## src/rtl/motion_sequencer.sv

```systemverilog
// Frame-locked step pacing with adjustable speed, plus the tone scheduler that turns
// bounce events into non-overlapping ping/pong/go commands for the sound generator.
module motion_sequencer #(
  parameter int unsigned SPEED_MIN   = 1,
  parameter int unsigned SPEED_MAX   = 15,
  parameter int unsigned SPEED_INIT  = 8,
  parameter int unsigned TONE_CYCLES = 2500000,
  parameter int unsigned GAP_CYCLES  = 250000
) (
  input  logic       clk,
  input  logic       clr,
  input  logic       vsync_start,
  input  logic       inc_vel,
  input  logic       dec_vel,
  input  logic       hit_x,
  input  logic       hit_y,
  output logic       step,
  output logic [3:0] speed,
  output logic       mute,
  output logic [1:0] code_sound
);

  localparam int unsigned SPEED_W = 4;
  localparam int unsigned CNT_MAX = (TONE_CYCLES > GAP_CYCLES) ? TONE_CYCLES : GAP_CYCLES;
  localparam int unsigned CNT_W   = $clog2(CNT_MAX + 1);

  localparam logic [CNT_W-1:0] TONE_LAST = CNT_W'(TONE_CYCLES - 1);
  localparam logic [CNT_W-1:0] GAP_LAST  = CNT_W'(GAP_CYCLES - 1);

  localparam logic [1:0] CODE_STOP = 2'b00;
  localparam logic [1:0] CODE_PONG = 2'b01;
  localparam logic [1:0] CODE_PING = 2'b10;
  localparam logic [1:0] CODE_GO   = 2'b11;

  typedef enum logic [1:0] {S_IDLE, S_PLAY, S_GAP} state_t;

  // Speed level from button rising edges; a button held through reset is not a press
  logic inc_q, dec_q;
  logic inc_edge, dec_edge;

  assign inc_edge = inc_vel & ~inc_q;
  assign dec_edge = dec_vel & ~dec_q;

  always_ff @(posedge clk) begin
    inc_q <= inc_vel;
    dec_q <= dec_vel;
    if (clr) begin
      speed <= SPEED_W'(SPEED_INIT);
    end else if (inc_edge && !dec_edge && speed < SPEED_W'(SPEED_MAX)) begin
      speed <= speed + SPEED_W'(1);
    end else if (dec_edge && !inc_edge && speed > SPEED_W'(SPEED_MIN)) begin
      speed <= speed - SPEED_W'(1);
    end
  end

  // Step pacing: one step every (SPEED_MAX+1-speed) vsyncs, never on back-to-back cycles
  logic [SPEED_W-1:0] frame_cnt;
  logic [SPEED_W-1:0] period_m1;

  assign period_m1 = SPEED_W'(SPEED_MAX) - speed;

  always_ff @(posedge clk) begin
    if (clr) begin
      frame_cnt <= '0;
      step      <= 1'b0;
    end else begin
      step <= 1'b0;
      if (vsync_start) begin
        if (frame_cnt >= period_m1) begin
          frame_cnt <= '0;
          step      <= ~step;
        end else begin
          frame_cnt <= frame_cnt + SPEED_W'(1);
        end
      end
    end
  end

  // Sound scheduler
  state_t           state, state_d;
  logic [CNT_W-1:0] cnt, cnt_d;
  logic [1:0]       code_q, code_d;
  logic             pend_x, pend_y, pend_x_d, pend_y_d;
  logic             mute_d;
  logic [1:0]       code_sound_d;

  always_ff @(posedge clk) begin
    if (clr) begin
      state      <= S_PLAY;
      cnt        <= '0;
      code_q     <= CODE_GO;
      pend_x     <= 1'b0;
      pend_y     <= 1'b0;
      mute       <= 1'b0;
      code_sound <= CODE_GO;
    end else begin
      state      <= state_d;
      cnt        <= cnt_d;
      code_q     <= code_d;
      pend_x     <= pend_x_d;
      pend_y     <= pend_y_d;
      mute       <= mute_d;
      code_sound <= code_sound_d;
    end
  end

  // Next state: a starting tone consumes the ping request first, re-arming on a same-cycle hit
  always_comb begin
    logic start;
    logic req_x, req_y;
    state_d  = state;
    cnt_d    = cnt + CNT_W'(1);
    code_d   = code_q;
    pend_x_d = pend_x;
    pend_y_d = pend_y;
    start    = 1'b0;
    req_x    = hit_x | pend_x;
    req_y    = hit_y | pend_y;
    case (state)
      S_IDLE: begin
        cnt_d = cnt;
        if (req_x || req_y) start = 1'b1;
      end
      S_PLAY: begin
        pend_x_d = pend_x | hit_x;
        pend_y_d = pend_y | hit_y;
        if (cnt == TONE_LAST) begin
          state_d = S_GAP;
          cnt_d   = '0;
        end
      end
      S_GAP: begin
        pend_x_d = pend_x | hit_x;
        pend_y_d = pend_y | hit_y;
        if (cnt == GAP_LAST) begin
          if (pend_x || pend_y) begin
            start = 1'b1;
          end else begin
            state_d = S_IDLE;
            cnt_d   = '0;
          end
        end
      end
      default: begin
        state_d = S_IDLE;
        cnt_d   = '0;
      end
    endcase
    if (start) begin
      state_d = S_PLAY;
      cnt_d   = '0;
      if (req_y) begin
        code_d   = CODE_PING;
        pend_y_d = pend_y & hit_y;
        pend_x_d = pend_x | hit_x;
      end else begin
        code_d   = CODE_PONG;
        pend_x_d = pend_x & hit_x;
        pend_y_d = pend_y | hit_y;
      end
    end
  end

  // Outputs follow the next state so they are registered alongside it
  always_comb begin
    mute_d       = 1'b1;
    code_sound_d = CODE_STOP;
    if (state_d == S_PLAY) begin
      mute_d       = 1'b0;
      code_sound_d = code_d;
    end
  end

endmodule

```

## config.mk

```make
export PLATFORM = sky130hd
export DESIGN_NAME = motion_sequencer
export DESIGN_NICKNAME = d
export VERILOG_FILES = /design/src/rtl/motion_sequencer.sv
export SDC_FILE = /design/constraint.sdc
export NUM_CORES = 1
export LEC_CHECK = 0
export ABC_AREA = 1
export CORE_ASPECT_RATIO = 0.9
export CORE_UTILIZATION = 35
export CTS_BUF_LIST = sky130_fd_sc_hd__clkbuf_16
export DETAILED_ROUTE_END_ITERATION = 7
export PLACE_DENSITY = 0.63
export SLEW_MARGIN = 40
export SYNTH_ARGS = -nofsm -noshare
export SYNTH_HDL_FRONTEND = slang
export SYNTH_SLANG_ARGS = --single-unit
export TNS_END_PERCENT = 50
```

## constraint.sdc

```tcl
create_clock -name clk -period 5.4 [get_ports clk]
set_input_delay 0.54 -clock clk [delete_from_list [all_inputs] [get_ports clk]]
set_output_delay 0.54 -clock clk [all_outputs]
set_load 0.005 [all_outputs]
```

==> metrics.md, run 1 <==
| Metric | Value |
|---|---|
| Vias after detailed routing | `between 1500 and 2000` |
| RD Place Congestion | `about 0.8` |
| Power per cell area | `approximately 260 mW/mm^2` |
| Leak | `roughly 1.1 nW` |
| Hold-fix buffers, CTS | `0` |
| H-tree depth | `2` |
| Number of flops mapped to enable cells by yosys | `0` |
| Synth Register Bits | `42` |
| Post-CTS Resized | `0` |
| Synth Instances | `314` |
| Wirelength per Cell | `roughly 11 um` |
| Count leader, synth | `nand2_1` |
| WP buf/inv | `2` |
| Pwr Total | `a little over 0.7 mW` |
| Worst-path maximum fanout | `13` |
| Fin area | `0.00269 mm^2` |
| Setup-failing EPs final | `0` |
| Sw frac | `0.218` |
| Detailed router's first-iteration violation count | `77` |
| CP Class | `register to register` |
| Largest net degree at the start of global routing | `18` |
| Vias in the first global route | `between 1500 and 2000` |
| Synth Area per Inst | `around 7.4 um^2` |
| Status | `completed` |
| Crit end category | `register` |
| Top delay family on crit path | `simple AND/OR/NAND/NOR gates` |
| Vias per std cell | `4.54` |
| NumNets Final | `between 300 and 400` |
| Crit-path slowest cell | `ha_1` |
| Mapped cell area | `0.00231 mm^2` |
| I/O pin cnt | `15` |
| Crit start category | `register` |
| Worst-path clk slew | `60 ps` |
| Die width | `~90 um` |
| Die area | `roughly 0.0069 mm^2` |
| RSZ-0062 raised after global routing | `false` |
| Seq/Total Area, Yosys | `0.364` |
| Inserted Diodes | `0` |
| Yosys top cell area share | `0.364` |
| Internal | `~0.56 mW` |
| Unique masters post-synth | `31` |
| Global Route Usage Sum | `0.152` |
| Post CTS Setup Buffer Count | `0` |
| Synth top cells by count | `nand2_1, nor2_1, dfxtp_1, inv_1, nand3_1` |
| Largest cells by area after synthesis | `dfxtp_1, nand2_1, nor2_1, ha_1, xor2_1` |
| Total of max-cap violations | `0` |
| Deepest clock path buffer count | `2` |
| Sequential Power Share | `0.459` |
| Post-synth ARST share | `0` |
| First-pass GRT wire length | `slightly above 8 mm` |
| Comb pwr share | `0.068` |
| Root buf cell | `clkbuf_16` |
| F_max | `~470 MHz` |
| CP required | `between 5000 and 6000 ps` |
| HPWL Detailed | `between 3 and 4 mm` |
| Slew Limit Fails | `0` |
| Die Y | `around 79 um` |
| Routed wire length | `between 4 and 5 mm` |
| Clock Latency Late Sink | `280 ps` |
| 1st-pass router iterations | `4` |
| Slew margin rel. | `0.657` |
| CP arrival | `between 2000 and 2500 ps` |
| Tmin final | `approximately 2100 ps` |
| Crit path cell chain | `inv_1, ha_1, inv_2, nand2_1, nor2_2, nand3_1, nor2_2, nand3_1, nor2_1, xnor2_1, nor2_1` |
| Num rows | `27` |
| P&R area growth vs syn | `16.6%` |
| Initial antenna violation count | `0` |
| Final period utilization | `0.394` |
| Antenna viol nets, final | `0` |
| Layout cells sized above 1 | `0.0964` |
| Post-DP Area | `0.00252 mm^2` |
| TNS Setup | `0 ps` |
| Initial core utilization | `0.369` |
| Post-Syn Nets | `between 300 and 400` |
| Worst-margin pin slew | `515 ps` |
| Core region area | `between 0.006 and 0.007 mm^2` |
| Final hold violations | `0` |
| Net Switching | `around 0.16 mW` |
| Grt ovf | `0` |
| Peak VDD IR | `around 0.13 mV` |
| TritonCTS Sinks | `42` |
| Slowest stage delay, CP | `between 300 and 400 ps` |
| Total CTS buffers | `5` |
| Final clock skew | `about 5.3 ps` |
| Clock tree from TritonCTS | `yes` |
| Class of the worst hold path | `register to register` |
| Post-synth top flop | `dfxtp_1` |
| Power share of the clock group | `0.472` |
| Final Hold Slack | `between 400 and 500 ps` |
| Post-synth top area cell | `dfxtp_1` |
| IO buf count | `14` |
| Ys Warns | `0` |
| DR DRC count | `0` |
per-layer routing:
metal | part of all wire | global-route usage | vias up
met5 | 0 | 0 | -
met4 | 0.012 | 0.0508 | 0
met3 | 0.038 | 0.0333 | 6
met2 | 0.43 | 0.236 | 26
met1 | 0.52 | 0.208 | 831
li1 | - | - | 1041
flip-flops by register name, summed over array words and instances, names as in the netlist:
| name | cells |
|---|---|
| inc_q | 1 |
| pend_y | 1 |
| pend_x | 1 |
| code_q | 2 |
| frame_cnt | 4 |
| code_sound | 2 |
| cnt | 22 |
| state | 2 |
| step | 1 |
| mute | 1 |
| dec_q | 1 |
| speed | 4 |
layout by cell type (no fill, tap or decap), types with 2 or more instances in the layout:
master,n
nand2_2,3
nand3_4,2
nand4_1,9
o211ai_1,2
nand3b_1,3
clkdlybuf4s50_1,14
nand3_1,23
xnor2_1,5
a21oi_1,12
o22ai_1,3
nor3_1,6
nand2_1,56
dfxtp_1,42
inv_2,4
xor2_1,16
nor2_2,11
clkbuf_16,5
nor2_1,49
inv_1,37
o21ai_0,6
ha_1,13
cells by family after synthesis:
family                   after synthesis  synth area share
XOR/XNOR                              21            0.0797
flip-flops                            42             0.364
AO/OA/AOI/OAI                         26            0.0634
buffers and inverters                 44            0.0791
AND/OR/NAND/NOR                      168             0.343
adder cells (fa/ha/maj)               13            0.0705
power by group through the flow:
stage / logic, mW / registers (mW) / clock network [mW]
after global routing: 0.0571 / 0.329 / 0.360
after global placement: 0.0485 / 0.334 / 0
after floorplan: 0.0333 / 0.332 / 0
after CTS: 0.0494 / 0.327 / 0.349
after detailed placement: 0.0493 / 0.334 / 0
final: 0.0488 / 0.328 / 0.337
final timing paths:
path                                from  depth (start not counted)  endpoint  slack, ps
worst max-delay path            state[0]                         11   cnt[12]       3270
worst min-delay path                step                          1      step        430
worst max register to register  state[0]                         11   cnt[12]       3270
worst min register to register      step                          1      step        430
final cells by class:
| cell class | instances | area, um^2 |
|---|---|---|
| clock buffers | 5 | 125 |
| clock inverters | 3 | 41.3 |
| fillers | 646 | 3560 |
| inverters | 40 | 150 |
| multi-input cells | 228 | 1280 |
| flip-flops and latches | 42 | 841 |
| well taps | 87 | 109 |
| repair buffers | 14 | 140 |
through the flow:
stage	std cells	utilization	worst slack [ps]
after floorplan	314	-	3680
after global placement	411	0.404	3280
after detailed placement	411	0.404	3270
after CTS	419	0.431	3250
after global routing	419	0.431	3040
final	419	0.431	3270
No activity file was read; power rests on OpenSTA's default activity.
==> inputs of run 2 (changes only) <==
clock period = 2.05 ns   (was 5.4 ns; I/O delays follow)
==> run 2 against run 1 <==
  * Sequential share of layout area about the same
  * Sequential power grew to 2.6 times the previous value
  * Final cell count grew 0.95%
  * Clock skew up 1.4 ps
  * Routed wire length rose by 4.3%
  * Critical path depth did not move
  * Critical path type unchanged
==> metrics.md, run 2 (synthesis gave the netlist of run 1 again) <==
| Metric | Value |
|---|---|
| TritonCTS Sinks | `42 (unchanged)` |
| Crit end category | `register` |
| Worst-path clk slew | `60 ps (about the same)` |
| Most flop-heavy register | `cnt` |
| Leak | `1.11 nW (+0.94%)` |
| Final period utilization | `0.867 (+0.473)` |
| Deepest clock path buffer count | `2 (unchanged)` |
| Post-route setup slack | `272 ps (-3000 ps)` |
| RSZ-0062 raised after global routing | `false` |
| F_max | `562 MHz (+20%)` |
| Vias in the first global route | `1921 (+3.4%)` |
| Initial core utilization | `0.369 (unchanged)` |
| I/O pin cnt | `15 (unchanged)` |
| Largest net degree at the start of global routing | `18 (unchanged)` |
| First-pass GRT wire length | `8.58 mm (+3.9%)` |
| Leading cell type in the layout, fill and taps excluded | `nand2_1` |
| Setup-failing EPs final | `0 (unchanged)` |
| CP Class | `register to register` |
| Class of the worst hold path | `input port to register` |
| H-tree depth | `2 (unchanged)` |
| Root buf cell | `clkbuf_16` |
| Status | `completed` |
| Crit-path slowest cell | `dfxtp_1` |
| CP required | `2220 ps (-3350 ps)` |
| Tmin final | `1780 ps (-350 ps)` |
| Slowest stage delay, CP | `350 ps (-30 ps)` |
| HPWL Detailed | `3.50 mm (+3.6%)` |
| Grt ovf | `0 (unchanged)` |
| Vias after detailed routing | `1937 (+1.7%)` |
| Crit path cell chain | `inv_1, ha_1, inv_2, nand2_1, nor2_2, nand3_1, nor2_2, nand3_1, nor2_1, xnor2_1, nor2_1` |
| P&R area growth vs syn | `16.6% (about the same)` |
| Slew Limit Fails | `0 (unchanged)` |
| CP arrival | `1950 ps (-350 ps)` |
| TNS Setup | `0 ps (unchanged)` |
| Initial antenna violation count | `0 (unchanged)` |
| Most frequent cells in the layout | `nand2_1, nor2_1, dfxtp_1` |
| Die Y | `79.0 um (unchanged)` |
| Global Route Usage Sum | `0.159 (+0.00655)` |
| Post-CTS Resized | `0 (unchanged)` |
| Biggest regs | `cnt: 22 flops, frame_cnt: 4 flops, speed: 4 flops` |
| Antenna viol nets, final | `0 (unchanged)` |
| Clock tree from TritonCTS | `yes` |
| Core region area | `0.00625 mm^2 (unchanged)` |
| Die area | `0.00692 mm^2 (unchanged)` |
| IO buf count | `14 (unchanged)` |
| Total of max-cap violations | `0 (unchanged)` |
| Pre-CTS WS | `229 ps (-3040 ps)` |
| Crit start category | `register` |
| RD Place Congestion | `0.766 (-4.5%)` |
| Die width | `87.6 um (unchanged)` |
| Max reg flops | `22 (unchanged)` |
| Final clock skew | `6.63 ps (+1.36 ps)` |
| 1st-pass router iterations | `4 (unchanged)` |
| Post CTS Setup Buffer Count | `0 (unchanged)` |
| DR DRC count | `0 (unchanged)` |
| Worst-margin pin slew | `383 ps (-133 ps)` |
| Peak VDD IR | `0.486 mV (+290%)` |
| Detailed router's first-iteration violation count | `57 (-26%)` |
| Final hold violations | `0 (unchanged)` |
| Wirelength per Cell | `11.0 um (+3.3%)` |
| Num rows | `27 (unchanged)` |
| Total CTS buffers | `5 (unchanged)` |
| Vias per std cell | `4.58 (+0.77%)` |
| Hold-fix buffers, CTS | `0 (unchanged)` |
| Clock Latency Late Sink | `280 ps (about the same)` |
| Routed wire length | `4.66 mm (+4.3%)` |
| Worst-path maximum fanout | `3 (-10)` |
| Layout cells sized above 1 | `0.104 (+0.00778)` |
| Inserted Diodes | `0 (unchanged)` |
| Power per cell area | `647 mW/mm^2 (+140%)` |
| NumNets Final | `355 (+1.1%)` |
| Slew margin rel. | `0.743 (+0.0867)` |
-- run 2: metal layers --
layer,GRT usage,share of wire,vias up
met3,0.0426,0.030,5
met5,0,0,-
li1,-,-,1052
met1,0.210,0.52,861
met2,0.250,0.44,19
met4,0.0492,0.013,0
-- run 2: final timing paths --
check | startpoint | endpoint | slack [ps] | cells after the start
worst min register to register | step | step | 440 | 1
worst min-delay path | inc_vel | inc_q | 400 | 1
worst max-delay path | state[0] | cnt[12] | 270 | 11
worst max register to register | state[0] | cnt[12] | 270 | 11
-- run 2: where the power goes --
group          leakage (nW)  switching, mW  internal [mW]
Combinational         0.701         0.0685         0.0630
Sequential            0.342         0.0252          0.838
Clock                0.0724          0.308          0.440
-- run 2: layout make-up --
cell class / count / area (um^2)
Timing Repair Buffer: 18 / 170
Inverter: 40 / 150
Fill cell: 652 / 3560
Clock inverter: 3 / 12.5
Sequential cell: 42 / 841
Tap cell: 87 / 109
Clock buffer: 5 / 125
Multi-Input combinational cell: 228 / 1280
-- run 2: through the flow --
stage / area [um^2] / cells / utilization / hold slack (ps) / total power, mW
2_1_floorplan: 2310 / 314 / - / 233 / 0.963
3_3_place_gp: 2550 / 415 / 0.409 / 424 / 1.01
3_5_place_dp: 2550 / 415 / 0.409 / 412 / 1.01
4_1_cts: 2690 / 423 / 0.431 / 389 / 1.78
5_1_grt: 2690 / 423 / 0.431 / 397 / 1.83
6_report: 2690 / 423 / 0.431 / 396 / 1.74
-- run 2: critical path, delay by kind of cell (launching register included) --
kind	cells	cell delay (ps)
buffers and inverters	2	140
xor gates and xnor gates	1	130
DFF	1	350
adders and majority gates	1	220
and+or+nand+nor	7	820
==> inputs of run 3 (changes only) <==
PLACE_DENSITY = 0.49   (was 0.63)
==> run 3 against run 2 <==
  * Power grew 14%
  * Routed wire length up 1.3%
  * Design area rose by 2.3%
  * Sequential power hardly changed
  * Non-clock buffer count unchanged
  * Clock power is 34% higher
  * Flip-flop and latch count unchanged
  * Clock-buffer cell count did not move
  * Clock skew decreased by 0.71 ps
  * Final cell count unchanged
  * Largest power group is now clock
==> metrics.md, run 3 (synthesis gave the netlist of run 1 again) <==
| Metric | Value |
|---|---|
| Routed wire length | `4.73 mm (+1.3%)` |
| Initial antenna violation count | `0 (unchanged)` |
| HPWL Detailed | `3.59 mm (+2.8%)` |
| Hold-fix buffers, CTS | `0 (unchanged)` |
| Setup-failing EPs final | `0 (unchanged)` |
| RD Place Congestion | `0.792 (+3.3%)` |
| Leak | `1.13 nW (+1.7%)` |
| I/O pin cnt | `15 (unchanged)` |
| Fillers | `646 (-0.92%)` |
| Biggest regs | `cnt: 22 flops, frame_cnt: 4 flops, speed: 4 flops` |
| Top delay family on crit path | `simple AND/OR/NAND/NOR gates` |
| Slowest stage delay, CP | `360 ps (about the same)` |
| Sw frac | `0.202 (-0.0286)` |
| Internal | `1.59 mW (+19%)` |
| Sequential Power Share | `0.433 (-0.062)` |
| IO buf count | `14 (unchanged)` |
| Post CTS Setup Buffer Count | `0 (unchanged)` |
| Most frequent cells in the layout | `nand2_1, nor2_1, dfxtp_1` |
| Worst Hold Depth | `1 (unchanged)` |
| Final period utilization | `0.887 (+0.0193)` |
| Pre-CTS WS | `227 ps (-2.19 ps)` |
| Power share of the clock group | `0.502 (+0.073)` |
| Leading cell type in the layout, fill and taps excluded | `nand2_1` |
| Crit end category | `register` |
| Largest net degree at the start of global routing | `18 (unchanged)` |
| Worst-margin pin slew | `357 ps (-25.8 ps)` |
| Core region area | `0.00625 mm^2 (unchanged)` |
| WP buf/inv | `2 (unchanged)` |
| Die area | `0.00692 mm^2 (unchanged)` |
| RSZ-0062 raised after global routing | `false` |
| Deepest clock path buffer count | `2 (unchanged)` |
| Vias per std cell | `4.50 (-1.7%)` |
| F_max | `550 MHz (-2.2%)` |
| Inserted Diodes | `0 (unchanged)` |
| CP required | `2220 ps (about the same)` |
| Post-CTS Resized | `0 (unchanged)` |
| Total CTS buffers | `5 (unchanged)` |
| Die width | `87.6 um (unchanged)` |
| TritonCTS Sinks | `42 (unchanged)` |
| HP Start | `inc_vel` |
| Tmin final | `1820 ps (+39.5 ps)` |
| Peak VDD IR | `0.452 mV (-7.0%)` |
| Hold Path End | `inc_q` |
| Clock Latency Late Sink | `280 ps (about the same)` |
| Global Route Usage Sum | `0.156 (-0.00246)` |
| Worst-path maximum fanout | `3 (unchanged)` |
| Root buf cell | `clkbuf_16` |
| Worst-path clk slew | `60 ps (about the same)` |
| P&R area growth vs syn | `19.3%` |
| Grt ovf | `0 (unchanged)` |
| Reg-to-Reg Start | `state[0]` |
| Class of the worst hold path | `input port to register` |
| DR DRC count | `0 (unchanged)` |
| Final hold violations | `0 (unchanged)` |
| R2r setup slk | `230 ps (-40 ps)` |
| Crit start category | `register` |
| TNS Setup | `0 ps (unchanged)` |
| Crit-path slowest cell | `dfxtp_1` |
| Power per cell area | `724 mW/mm^2 (+12%)` |
| Status | `completed` |
| Initial core utilization | `0.369 (unchanged)` |
| First-pass GRT wire length | `8.40 mm (-2.1%)` |
| Final Util | `0.441 (+0.00981)` |
| Detailed router's first-iteration violation count | `82 (+44%)` |
| Worst R2R Path Depth | `11 (unchanged)` |
| Die Y | `79.0 um (unchanged)` |
| Wirelength per Cell | `11.2 um (+1.3%)` |
| Antenna viol nets, final | `0 (unchanged)` |
| CP Class | `register to register` |
| H-tree depth | `2 (unchanged)` |
| Layout cells sized above 1 | `0.113 (+0.00893)` |
| Placed cells | `415 (unchanged)` |
| Most flop-heavy register | `cnt` |
| Critical path startpoint | `state[0]` |
| Crit path cell chain | `inv_1, ha_1, inv_2, nand2_1, nor2_2, nand3_2, nor2_2, nand3_2, nor2_1, xnor2_1, nor2_1` |
| Total of max-cap violations | `0 (unchanged)` |
| Num rows | `27 (unchanged)` |
| Layout Cells excl Fill | `423 (unchanged)` |
| Comb pwr share | `0.065 (-0.010)` |
| FF-to-FF End | `cnt[12]` |
| CP arrival | `1980 ps (+30 ps)` |
| Vias in the first global route | `1825 (-5.0%)` |
| Vias after detailed routing | `1904 (-1.7%)` |
| Post-route setup slack | `232 ps (-39.5 ps)` |
| Final clock skew | `5.92 ps (-0.706 ps)` |
| Slew Limit Fails | `0 (unchanged)` |
| Max reg flops | `22 (unchanged)` |
| Clock tree from TritonCTS | `yes` |
| Slew margin rel. | `0.760 (+0.0164)` |
| 1st-pass router iterations | `4 (unchanged)` |
| NumNets Final | `355 (unchanged)` |
| Net Switching | `0.402 mW (+0.27%)` |
run 3: worst register-to-register path: cells and delay by family (launching register included):
kind / cells / cell delay (ps)
fa+ha+maj: 1 / 220
xor+xnor: 1 / 130
simple gates: 7 / 830
flops: 1 / 360
buf+inv: 2 / 150
run 3: area by class of cell:
type	count	area [um^2]	area share
clock buffers	5	125	0.0454
clock inverters	3	63.8	0.0232
inverters	40	150	0.0545
multi-input cells	228	1290	0.470
flip-flops and latches	42	841	0.305
well taps	87	109	0.0395
repair buffers	18	170	0.0618
run 3: worst max-delay path by stage:
stage	slack (ps)	endpoint	cells past startpoint
global placement	230	code_sound[1]	8
global route	20	cnt[12]	11
detailed placement	230	code_sound[1]	8
floorplan	330	cnt[14]	11
finish	230	cnt[12]	11
CTS	200	cnt[14]	11
run 3: power groups by stage:
stage                     Combinational (mW)  Clock (mW)  Sequential (mW)
final                                  0.129        1.00            0.864
after global routing                   0.151        1.06            0.868
after CTS                              0.132        1.03            0.864
after detailed placement               0.131           0            0.882
after global placement                 0.131           0            0.882
after floorplan                       0.0878           0            0.876
run 3: routing by layer:
layer | up-vias | track usage | share of wire
met1 | 838 | 0.227 | 0.55
met5 | - | 0 | 0
met3 | 4 | 0.0447 | 0.031
met4 | 0 | 0.0443 | 0.0085
met2 | 15 | 0.221 | 0.41
li1 | 1047 | - | -
run 3: metrics by stage:
| step | hold slack, ps | cell area (um^2) | power, mW |
|---|---|---|---|
| global route | 411 | 2750 | 2.08 |
| floorplan | 233 | 2310 | 0.963 |
| CTS | 394 | 2740 | 2.03 |
| global placement | 412 | 2550 | 1.01 |
| detailed placement | 416 | 2550 | 1.01 |
| finish | 398 | 2750 | 2.00 |
